--- src/rtl/ctrl_decode_pipe_if.sv ---
// Decode-to-execute control bundle: decode-side inputs, combinational immediate
// select and the registered E-stage controls of ctrl_decode_pipe.
interface ctrl_decode_pipe_if #(
    parameter int CNT_W = 8
) ();
    logic             in_valid;
    logic [6:0]       Op;
    logic             stall;
    logic             flush;
    logic [2:0]       ImmSrcD;
    logic             out_valid;
    logic             RegWriteE;
    logic             MemWriteE;
    logic             ALUSrcE;
    logic             BranchE;
    logic             JumpE;
    logic             JalrE;
    logic             AuipcE;
    logic [1:0]       ResultSrcE;
    logic [1:0]       ALUOpE;
    logic             illegal;
    logic [CNT_W-1:0] illegal_cnt;

    modport master (
        output in_valid, Op, stall, flush,
        input  ImmSrcD, out_valid, RegWriteE, MemWriteE, ALUSrcE, BranchE,
               JumpE, JalrE, AuipcE, ResultSrcE, ALUOpE, illegal, illegal_cnt
    );

    modport slave (
        input  in_valid, Op, stall, flush,
        output ImmSrcD, out_valid, RegWriteE, MemWriteE, ALUSrcE, BranchE,
               JumpE, JalrE, AuipcE, ResultSrcE, ALUOpE, illegal, illegal_cnt
    );
endinterface

--- src/rtl/ctrl_decode_pipe.sv ---
// Main-decoder control unit with a stallable/flushable D->E control register
// and a saturating counter of accepted illegal opcodes.
module ctrl_decode_pipe #(
    parameter int EXT_OPS = 1,
    parameter int CNT_W   = 8
) (
    input logic              clk,
    input logic              rst,
    ctrl_decode_pipe_if.slave bus
);

    localparam logic [6:0] OP_LOAD   = 7'b0000011;
    localparam logic [6:0] OP_STORE  = 7'b0100011;
    localparam logic [6:0] OP_RTYPE  = 7'b0110011;
    localparam logic [6:0] OP_BRANCH = 7'b1100011;
    localparam logic [6:0] OP_IALU   = 7'b0010011;
    localparam logic [6:0] OP_JAL    = 7'b1101111;
    localparam logic [6:0] OP_JALR   = 7'b1100111;
    localparam logic [6:0] OP_LUI    = 7'b0110111;
    localparam logic [6:0] OP_AUIPC  = 7'b0010111;

    localparam logic [CNT_W-1:0] CNT_MAX = '1;

    typedef enum logic [2:0] {
        IMM_I = 3'b000,
        IMM_S = 3'b001,
        IMM_B = 3'b010,
        IMM_J = 3'b011,
        IMM_U = 3'b100
    } imm_e;

    typedef enum logic [1:0] {
        RES_ALU = 2'b00,
        RES_MEM = 2'b01,
        RES_PC4 = 2'b10,
        RES_IMM = 2'b11
    } result_e;

    typedef enum logic [1:0] {
        ALU_ADD   = 2'b00,
        ALU_BRCMP = 2'b01,
        ALU_FUNCT = 2'b10
    } aluop_e;

    typedef struct packed {
        logic    reg_write;
        logic    mem_write;
        logic    alu_src;
        logic    branch;
        logic    jump;
        logic    jalr;
        logic    auipc;
        result_e result_src;
        aluop_e  alu_op;
    } ctrl_t;

    ctrl_t            dec_ctrl;
    logic             dec_legal;
    imm_e             imm_src;
    logic             accept;

    ctrl_t            ctrl_d,        ctrl_q;
    logic             out_valid_d,   out_valid_q;
    logic             illegal_d,     illegal_q;
    logic [CNT_W-1:0] illegal_cnt_d, illegal_cnt_q;

    // NOTE: every always_comb output gets a default before the case so that
    // unlisted opcodes cannot leave a path unassigned and infer a latch.
    always_comb begin
        dec_ctrl  = '0;
        dec_legal = 1'b0;
        imm_src   = IMM_I;
        case (bus.Op)
            OP_LOAD: begin
                dec_legal = 1'b1;
                dec_ctrl.reg_write  = 1'b1;
                dec_ctrl.alu_src    = 1'b1;
                dec_ctrl.result_src = RES_MEM;
            end
            OP_STORE: begin
                dec_legal = 1'b1;
                imm_src   = IMM_S;
                dec_ctrl.alu_src   = 1'b1;
                dec_ctrl.mem_write = 1'b1;
            end
            OP_RTYPE: begin
                dec_legal = 1'b1;
                dec_ctrl.reg_write = 1'b1;
                dec_ctrl.alu_op    = ALU_FUNCT;
            end
            OP_BRANCH: begin
                dec_legal = 1'b1;
                imm_src   = IMM_B;
                dec_ctrl.branch = 1'b1;
                dec_ctrl.alu_op = ALU_BRCMP;
            end
            OP_IALU: begin
                dec_legal = 1'b1;
                dec_ctrl.reg_write = 1'b1;
                dec_ctrl.alu_src   = 1'b1;
                dec_ctrl.alu_op    = ALU_FUNCT;
            end
            OP_JAL: if (EXT_OPS != 0) begin
                dec_legal = 1'b1;
                imm_src   = IMM_J;
                dec_ctrl.reg_write  = 1'b1;
                dec_ctrl.jump       = 1'b1;
                dec_ctrl.result_src = RES_PC4;
            end
            OP_JALR: if (EXT_OPS != 0) begin
                dec_legal = 1'b1;
                dec_ctrl.reg_write  = 1'b1;
                dec_ctrl.alu_src    = 1'b1;
                dec_ctrl.jump       = 1'b1;
                dec_ctrl.jalr       = 1'b1;
                dec_ctrl.result_src = RES_PC4;
            end
            OP_LUI: if (EXT_OPS != 0) begin
                dec_legal = 1'b1;
                imm_src   = IMM_U;
                dec_ctrl.reg_write  = 1'b1;
                dec_ctrl.alu_src    = 1'b1;
                dec_ctrl.result_src = RES_IMM;
            end
            OP_AUIPC: if (EXT_OPS != 0) begin
                dec_legal = 1'b1;
                imm_src   = IMM_U;
                dec_ctrl.reg_write = 1'b1;
                dec_ctrl.alu_src   = 1'b1;
                dec_ctrl.auipc     = 1'b1;
            end
            default: ;
        endcase
    end

    assign accept = bus.in_valid & ~bus.stall & ~bus.flush;

    // Flush beats stall; a stall holds the whole E register, including out_valid.
    always_comb begin
        ctrl_d      = ctrl_q;
        out_valid_d = out_valid_q;
        if (bus.flush) begin
            ctrl_d      = '0;
            out_valid_d = 1'b0;
        end else if (!bus.stall) begin
            out_valid_d = bus.in_valid & dec_legal;
            ctrl_d      = out_valid_d ? dec_ctrl : '0;
        end

        illegal_d     = accept & ~dec_legal;
        illegal_cnt_d = illegal_cnt_q;
        if (illegal_d && (illegal_cnt_q != CNT_MAX)) begin
            illegal_cnt_d = illegal_cnt_q + CNT_W'(1);
        end
    end

    // NOTE: state registers use non-blocking assignments only, so every flop
    // samples the pre-edge value of every other flop.
    always_ff @(posedge clk) begin
        if (rst) begin
            ctrl_q        <= '0;
            out_valid_q   <= 1'b0;
            illegal_q     <= 1'b0;
            illegal_cnt_q <= '0;
        end else begin
            ctrl_q        <= ctrl_d;
            out_valid_q   <= out_valid_d;
            illegal_q     <= illegal_d;
            illegal_cnt_q <= illegal_cnt_d;
        end
    end

    assign bus.ImmSrcD     = imm_src;
    assign bus.out_valid   = out_valid_q;
    assign bus.RegWriteE   = ctrl_q.reg_write;
    assign bus.MemWriteE   = ctrl_q.mem_write;
    assign bus.ALUSrcE     = ctrl_q.alu_src;
    assign bus.BranchE     = ctrl_q.branch;
    assign bus.JumpE       = ctrl_q.jump;
    assign bus.JalrE       = ctrl_q.jalr;
    assign bus.AuipcE      = ctrl_q.auipc;
    assign bus.ResultSrcE  = ctrl_q.result_src;
    assign bus.ALUOpE      = ctrl_q.alu_op;
    assign bus.illegal     = illegal_q;
    assign bus.illegal_cnt = illegal_cnt_q;

endmodule

--- src/flat_wrapper.sv ---
// flat-port wrapper written by rule: the top's interface ports become plain ports
module ctrl_decode_pipe_flat 
#(
    parameter int EXT_OPS = 1,
    parameter int CNT_W   = 8
)
  (clk, rst, bus_in_valid, bus_Op, bus_stall, bus_flush, bus_ImmSrcD, bus_out_valid, bus_RegWriteE, bus_MemWriteE, bus_ALUSrcE, bus_BranchE, bus_JumpE, bus_JalrE, bus_AuipcE, bus_ResultSrcE, bus_ALUOpE, bus_illegal, bus_illegal_cnt);
  ctrl_decode_pipe_if #(.CNT_W(CNT_W)) bus_i ();
  input logic clk;
  input logic rst;
  input wire logic [$bits(bus_i.in_valid)-1:0] bus_in_valid;
  input wire logic [$bits(bus_i.Op)-1:0] bus_Op;
  input wire logic [$bits(bus_i.stall)-1:0] bus_stall;
  input wire logic [$bits(bus_i.flush)-1:0] bus_flush;
  output wire logic [$bits(bus_i.ImmSrcD)-1:0] bus_ImmSrcD;
  output wire logic [$bits(bus_i.out_valid)-1:0] bus_out_valid;
  output wire logic [$bits(bus_i.RegWriteE)-1:0] bus_RegWriteE;
  output wire logic [$bits(bus_i.MemWriteE)-1:0] bus_MemWriteE;
  output wire logic [$bits(bus_i.ALUSrcE)-1:0] bus_ALUSrcE;
  output wire logic [$bits(bus_i.BranchE)-1:0] bus_BranchE;
  output wire logic [$bits(bus_i.JumpE)-1:0] bus_JumpE;
  output wire logic [$bits(bus_i.JalrE)-1:0] bus_JalrE;
  output wire logic [$bits(bus_i.AuipcE)-1:0] bus_AuipcE;
  output wire logic [$bits(bus_i.ResultSrcE)-1:0] bus_ResultSrcE;
  output wire logic [$bits(bus_i.ALUOpE)-1:0] bus_ALUOpE;
  output wire logic [$bits(bus_i.illegal)-1:0] bus_illegal;
  output wire logic [$bits(bus_i.illegal_cnt)-1:0] bus_illegal_cnt;
  assign bus_i.in_valid = bus_in_valid;
  assign bus_i.Op = bus_Op;
  assign bus_i.stall = bus_stall;
  assign bus_i.flush = bus_flush;
  assign bus_ImmSrcD = bus_i.ImmSrcD;
  assign bus_out_valid = bus_i.out_valid;
  assign bus_RegWriteE = bus_i.RegWriteE;
  assign bus_MemWriteE = bus_i.MemWriteE;
  assign bus_ALUSrcE = bus_i.ALUSrcE;
  assign bus_BranchE = bus_i.BranchE;
  assign bus_JumpE = bus_i.JumpE;
  assign bus_JalrE = bus_i.JalrE;
  assign bus_AuipcE = bus_i.AuipcE;
  assign bus_ResultSrcE = bus_i.ResultSrcE;
  assign bus_ALUOpE = bus_i.ALUOpE;
  assign bus_illegal = bus_i.illegal;
  assign bus_illegal_cnt = bus_i.illegal_cnt;
  ctrl_decode_pipe #(.EXT_OPS(EXT_OPS), .CNT_W(CNT_W)) u_core (.clk(clk), .rst(rst), .bus(bus_i));
endmodule
--- config.mk ---
export PLATFORM = sky130hd
export DESIGN_NAME = ctrl_decode_pipe_flat
export DESIGN_NICKNAME = d
export VERILOG_FILES = /design/src/rtl/ctrl_decode_pipe_if.sv /design/src/rtl/ctrl_decode_pipe.sv /design/src/flat_wrapper.sv
export SDC_FILE = /design/constraint.sdc
export NUM_CORES = 1
export LEC_CHECK = 0
export ABC_CLOCK_PERIOD_IN_PS = 1900
export BUFFER_PORTS_ARGS = -buffer_cell sky130_fd_sc_hd__clkbuf_2
export CAP_MARGIN = 0
export CORE_MARGIN = 5
export CORE_UTILIZATION = 49
export DETAILED_ROUTE_END_ITERATION = 12
export PLACE_DENSITY = 0.78
export SLEW_MARGIN = 20
export SYNTH_ARGS = -nofsm -noshare
export SYNTH_HDL_FRONTEND = slang
export SYNTH_SLANG_ARGS = --single-unit
--- constraint.sdc ---
create_clock -name clk -period 1.9 [get_ports clk]
set_input_delay 0.475 -clock clk [delete_from_list [all_inputs] [get_ports clk]]
set_output_delay 0.475 -clock clk [all_outputs]
set_load 0.01 [all_outputs]
==> summary.txt, run 1 <==
Pwr
  • Net Sw Power: 0.000203 W
  • Worst VDD drop: 495 µV
  • Clock share of power: 40.4%
  • Pleak: 0.610 nW
  • Switch share: between 20% and 30%
  • Power Density: 623 nW/µm²
  • Combinational share of power: 11.6%
  • Sequential power share: 48.0%
  • Cell Int Power: a little under 0.0007 W

Critical path
  • R2r setup slk: around 0.24 ns
  • WP data arrival: between 1 and 1.5 ns
  • Critical path launch point type: input port
  • Worst EP required: about 1.4 ns
  • Kind of critical path: input port to output pin
  • CP max FO: 5
  • Critical Path End Type: output pin

Final layout
  • Sequential Area: about 400 µm²
  • Antenna cells: 0
  • Nets: about 180
  • Commonest cells after routing, fill and taps aside: 35 x clkbuf_2, 20 x dfxtp_1, 12 x buf_4, 11 x a21oi_1, 7 x nor2_1
  • Non-filler cells, final: a little under 200
  • Layout area overhead: 29.7%
  • Max reg flops: 8
  • Most common cell after layout, fill and taps aside: clkbuf_2
  • Share of layout cells above drive strength 1: approximately two fifths
  • Fill count: ~190
  • Multi-input logic area: between 600 and 700 µm²
  • Final instance area: between 1000 and 1500 µm²
  • Fin util: about 65%

Drt
  • Routed vias/inst: about 5.6
  • ANT nets after route: 0
  • Iteration count of the initial detailed-routing pass: 4
  • Routed wire per std cell: between 10 and 15 µm
  • # DRC: 0
  • Vias: 1082
  • Starting DRT DRC Count: 27
  • Routed wire length: between 2 and 3 mm

STA
  • Worst Skew: 0.00920 ns
  • Final hold violation count: 0
  • # setup viols final: 0
  • Setup TNS: 0 ns
  • Rel. slew slack: between 60% and 70%
  • Fmax: between 500 and 600 MHz
  • Max-slew violation count: 0
  • Hold slack: about 0.41 ns
  • Slew of the pin with the lowest slew margin: 0.489 ns
  • Final critical-path share of the clock period: between 90 and 100%
  • Tmin final: between 1.5 and 2 ns
  • Unrepaired setup endpoints after global routing: no

Place
  • Placed cells: 189
  • Dpl cell area: 1350 µm²
  • GPL Wtd Cong: between 0.7 and 0.8
  • IO Port Bufs: 35
  • Dpl hpwl: about 2.1 mm

Yosys
  • Seq/Total Area, Yosys: between 30% and 40%
  • Post-synthesis cell count: roughly 120
  • Number of synthesized register bits: 20
  • Post-synth EDFFs: 0
  • Synth cell types: 44
  • YS warnings: 0
  • Mean Syn Cell Area: 9.01 µm²
  • Ys async rst share: 0%
  • Post-Syn Area: between 1000 and 1500 µm²
  • Synthesized netlist net count: roughly 130
  • Primary FF master, synth: dfxtp_1

Global route
  • Initial antenna violation count: 0
  • First-pass GRT wire length: 4.43 mm
  • Global Route Usage Sum: between 10% and 20%
  • Vias in the first global route: between 1000 and 1500
  • GRT overflow: 0
  • Largest net degree at the start of global routing: 18

CTS
  • CTS Hold Bufs: 0
  • CTS tree: done
  • CTS Buffer Depth: 2
  • CTS Sinks: 20
  • Num CTS Buffers: 3
  • Clock Latency Late Sink: 0.31 ns
  • Root Buffer Master: clkbuf_4
  • PostCTS Resize Cnt: 0
  • Post-CTS setup buffers: 0
  • Max H-tree Level: 1
  • Clock-pin slew on the worst setup and hold paths: between 0.1 and 0.15 ns

Floorplan
  • DIE WIDTH: between 50 and 60 µm
  • Initial Util: 50.2%
  • Ports: 36
  • Full die area: 3270 µm²
  • Row cnt: 17
  • Area of the core: 2170 µm²
  • Die Height: roughly 57 µm

Run
  • Total of max-cap violations: 0

Hold path
  • Hold Path Class: input port to flip-flop

Run status
  • Outcome: finished clean
power groups by stage:
stage / clock network (W) / registers, W / logic, W
floorplan: 0 / 0.000434 / 0.0000563
global placement: 0 / 0.000433 / 0.0000969
detailed placement: 0 / 0.000433 / 0.0000994
finish: 0.000356 / 0.000423 / 0.000102
global route: 0.000385 / 0.000424 / 0.000112
CTS: 0.000359 / 0.000423 / 0.0000997
cells by family (layout without fill, tap and decap cells):
group,count (synthesis),count (layout),synth area share [%]
AND/OR/NAND/NOR,48,48,28.7
AO/OA/AOI/OAI,39,39,26.9
flip-flops,20,20,36.7
buffers and inverters,12,56,5.74
adder cells (fa/ha/maj),1,1,1.15
XOR/XNOR,1,1,0.804
layer usage:
metal | up-vias | GRT usage (%) | share of wire, %
li1 | 553 | - | -
met1 | 502 | 20.4 | 45
met2 | 23 | 29.2 | 50
met3 | 4 | 3.62 | 4.1
met4 | 0 | 4.97 | 1.1
met5 | - | 0 | 0
path summary, 6_finish.rpt:
| check | from | endpoint | cells past startpoint |
|---|---|---|---|
| min reg2reg | u_core.bus.out_valid | u_core.bus.out_valid | 1 |
| max reg2reg | u_core.bus.illegal_cnt[0] | u_core.bus.illegal_cnt[4] | 5 |
| max | bus_Op[4] | bus_ImmSrcD[0] | 5 |
| min | bus_flush | u_core.bus.BranchE | 2 |
per-stage QoR:
| step | power, W | setup slack (ns) |
|---|---|---|
| finish | 0.000882 | 0.109 |
| global route | 0.000921 | 0.00817 |
| CTS | 0.000882 | 0.0456 |
| detailed placement | 0.000532 | -0.0545 |
| global placement | 0.000530 | 0.0311 |
| floorplan | 0.000490 | 0.204 |
area by class of cell:
type                    instances  share of cell area (%)
clock buffers                   3                    1.59
repair buffers                 47                    18.8
clock inverters                 1                    2.12
well taps                      28                    2.48
multi-input cells              89                    45.4
flip-flops and latches         20                    28.3
inverters                       5                    1.33
critical path, cell delays in order:
cell and delay (ns):
clkbuf_2 0.12, nand4b_1 0.21, nor2_1 0.23, a21o_1 0.15
clkbuf_2 0.12
cells in the mapped netlist (all sizes together) (2+ instances only):
cell / count / share of area [%]
a211oi: 2 / 1.8
a21o: 3 / 2.1
a21oi: 11 / 5.1
a22o: 6 / 4.8
and3: 2 / 1.1
buf: 5 / 2.9
dfxtp: 20 / 37
inv: 5 / 1.7
nand2: 3 / 1.0
nand2b: 3 / 3.1
nand3: 5 / 2.3
nand3b: 2 / 1.4
nor2: 7 / 2.4
nor3: 5 / 2.3
nor3b: 3 / 3.0
nor4: 3 / 1.7
o21ai: 5 / 2.3
o31ai: 5 / 3.4
or3: 4 / 2.8
or4: 5 / 3.4
No activity file was read; power rests on OpenSTA's default activity.
==> inputs of run 2 (changes only) <==
CORE_UTILIZATION = 39   (was 49)
PLACE_DENSITY = unset   (was 0.78)
==> run 2 against run 1 <==
  * Combinational power increased by 7%
  * Worst hold slack improved by 0.011 ns
  * Utilization decreased by 12 points
  * Die area increased by 21%
  * Worst setup slack got worse by 0.062 ns
  * Total power about the same
  * Largest power group unchanged
  * Largest cell class unchanged
  * Register-to-register slack improved by 0.02 ns
  * Final area increased by 2.6%
  * Maximum frequency decreased by 3.4%
  * Sequential share of layout area decreased by 0.71 points
==> summary.txt, run 2 (same netlist as run 1, synthesis figures left out) <==
Drt
  • # DRC: 0 (unchanged)
  • Routed wire length: 2.75 mm (was 2.69 mm)
  • ANT nets after route: 0 (unchanged)
  • Uppermost layer routed: met4 (unchanged)
  • Iteration count of the initial detailed-routing pass: 4 (unchanged)
  • Routed vias/inst: 5.43 (was 5.61)
  • Vias: 1086 (was 1082)
  • DRT met1 WL: 1.35 mm (was 1.20 mm)
  • Routed wire per std cell: 13.7 µm (was 13.9 µm)
  • Met3 routed WL: 115 µm (was 111 µm)
  • Routed wl met2: 1.25 mm (was 1.34 mm)
  • Starting DRT DRC Count: 37 (was 27)

Floorplan
  • DIE WIDTH: 62.9 µm (was 57.2 µm)
  • Die Height: 62.9 µm (was 57.2 µm)
  • Area of the core: 2710 µm² (was 2170 µm²)
  • Ports: 36 (unchanged)
  • Initial Util: 40.2% (was 50.2%)
  • Full die area: 3950 µm² (was 3270 µm²)
  • Row cnt: 19 (was 17)

STA
  • Worst setup slack after layout: 0.0465 ns (was 0.109 ns)
  • Fmax: 540 MHz (was 558 MHz)
  • Slew of the pin with the lowest slew margin: 0.557 ns (was 0.489 ns)
  • Max-slew violation count: 0 (unchanged)
  • Final hold violation count: 0 (unchanged)
  • Tmin final: 1.85 ns (was 1.79 ns)
  • Setup TNS: 0 ns (unchanged)
  • Unrepaired setup endpoints after global routing: yes (was no)
  • Worst Skew: 0.00593 ns (was 0.00920 ns)
  • # setup viols final: 0 (unchanged)
  • Final critical-path share of the clock period: 97.6% (was 94.3%)
  • Rel. slew slack: 62.7% (was 67.3%)

Place
  • IO Port Bufs: 35 (unchanged)
  • GPL Wtd Cong: 0.838 (was 0.780)
  • Dpl hpwl: 2.18 mm (was 2.09 mm)
  • Post-place setup slack: -0.0102 ns (was -0.0545 ns)

Final layout
  • Fin util: 53.5% (was 65.2%)
  • Multi-input logic area: 644 µm² (was 642 µm²)
  • Commonest cells after routing, fill and taps aside: 35 x clkbuf_2, 20 x dfxtp_1, 16 x buf_4, 11 x a21oi_1 (was 35 x clkbuf_2, 20 x dfxtp_1, 12 x buf_4, 11 x a21oi_1, 7 x nor2_1)
  • Antenna cells: 0 (unchanged)
  • Nets: 183 (was 179)
  • Fill count: 264 (was 187)
  • Max reg flops: 8 (unchanged)
  • Sequential Area: 400 µm² (unchanged)
  • Most common cell after layout, fill and taps aside: clkbuf_2 (unchanged)
  • Layout area overhead: 33.1% (was 29.7%)
  • Share of layout cells above drive strength 1: 40.2% (was 38.2%)

Run
  • Total of max-cap violations: 0 (unchanged)

CTS
  • CTS Sinks: 20 (unchanged)
  • Clock Latency Late Sink: 0.31 ns (about the same)
  • Root Buffer Master: clkbuf_4 (unchanged)
  • Max H-tree Level: 1 (unchanged)
  • CTS tree: done (unchanged)
  • CTS Hold Bufs: 0 (unchanged)
  • Num CTS Buffers: 3 (unchanged)
  • Clock-pin slew on the worst setup and hold paths: 0.12 ns (about the same)
  • CTS Buffer Depth: 2 (unchanged)

Global route
  • First-pass GRT wire length: 4.98 mm (was 4.43 mm)
  • Global Route Usage Sum: 15.0% (was 16.7%)
  • Vias in the first global route: 1078 (was 1046)
  • Initial antenna violation count: 0 (unchanged)
  • Largest net degree at the start of global routing: 14 (was 18)
  • GRT overflow: 0 (unchanged)

Critical path
  • WP data arrival: 1.38 ns (was 1.32 ns)
  • Kind of critical path: input port to output pin (unchanged)
  • Critical path launch point type: input port (unchanged)
  • R2r worst-path depth: 5 (unchanged)
  • CP max FO: 4 (was 5)
  • Worst EP required: 1.42 ns (about the same)
  • Critical Path End Type: output pin (unchanged)

Pwr
  • Pleak: 0.630 nW (was 0.610 nW)
  • Power Density: 608 nW/µm² (was 623 nW/µm²)
  • Worst VDD drop: 392 µV (was 495 µV)

Run status
  • Outcome: finished clean (unchanged)

Hold path
  • Hold Path Class: input port to flip-flop (unchanged)
  • Hold depth: 2 (unchanged)
==> run 2: report_power, final <==
group | leakage, nW | total [W] | switching [W] | internal, W
sequential | 0.161 | 0.000423 | 0.00000196 | 0.000421
clock | 0.0279 | 0.000350 | 0.000136 | 0.000213
combinational | 0.441 | 0.000109 | 0.0000611 | 0.0000474
total | 0.630 | 0.000882 | 0.000199 | 0.000682
==> run 2: final cells by class <==
class	instances	area share, %
Timing Repair Buffer	51	20.4
Clock buffer	3	1.55
Inverter	5	1.29
Multi-Input combinational cell	89	44.4
Clock inverter	1	2.07
Sequential cell	20	27.6
Tap cell	31	2.67
==> run 2: timing repair <==
action                                  4_1_cts  5_1_grt
endpoints found under the setup margin        0        7
buffers inserted                              0        0
gates resized for setup                       0        4
==> run 2: worst max-delay path: stages <==
cell and delay (ns):
clkbuf_2 0.10, nand3b_1 0.26, nor4_2 0.28, a21o_1 0.13, clkbuf_2 0.12
==> run 2: per-stage QoR <==
step | total power, W | instance area (µm²) | std cells | hold WS (ns)
2_1_floorplan | 0.000490 | 1090 | 121 | 0.485
3_3_place_gp | 0.000536 | 1380 | 196 | 0.436
3_5_place_dp | 0.000538 | 1380 | 196 | 0.448
4_1_cts | 0.000894 | 1430 | 200 | 0.410
5_1_grt | 0.000921 | 1450 | 200 | 0.442
6_report | 0.000882 | 1450 | 200 | 0.425
==> run 2: layer usage <==
metal  GRT usage, %  up-vias
met1           20.6      500
met2           23.1       23
li1               -      559
met3           3.24        4
met4           5.31        0
met5              0        -
==> run 2: path summary, 6_finish.rpt <==
kind	start	end	slack, ns
max reg2reg	u_core.bus.illegal_cnt[0]	u_core.bus.illegal_cnt[4]	0.26
min	rst	u_core.bus.illegal_cnt[6]	0.42
min reg2reg	u_core.bus.out_valid	u_core.bus.out_valid	0.48
max	bus_Op[3]	bus_ImmSrcD[0]	0.05
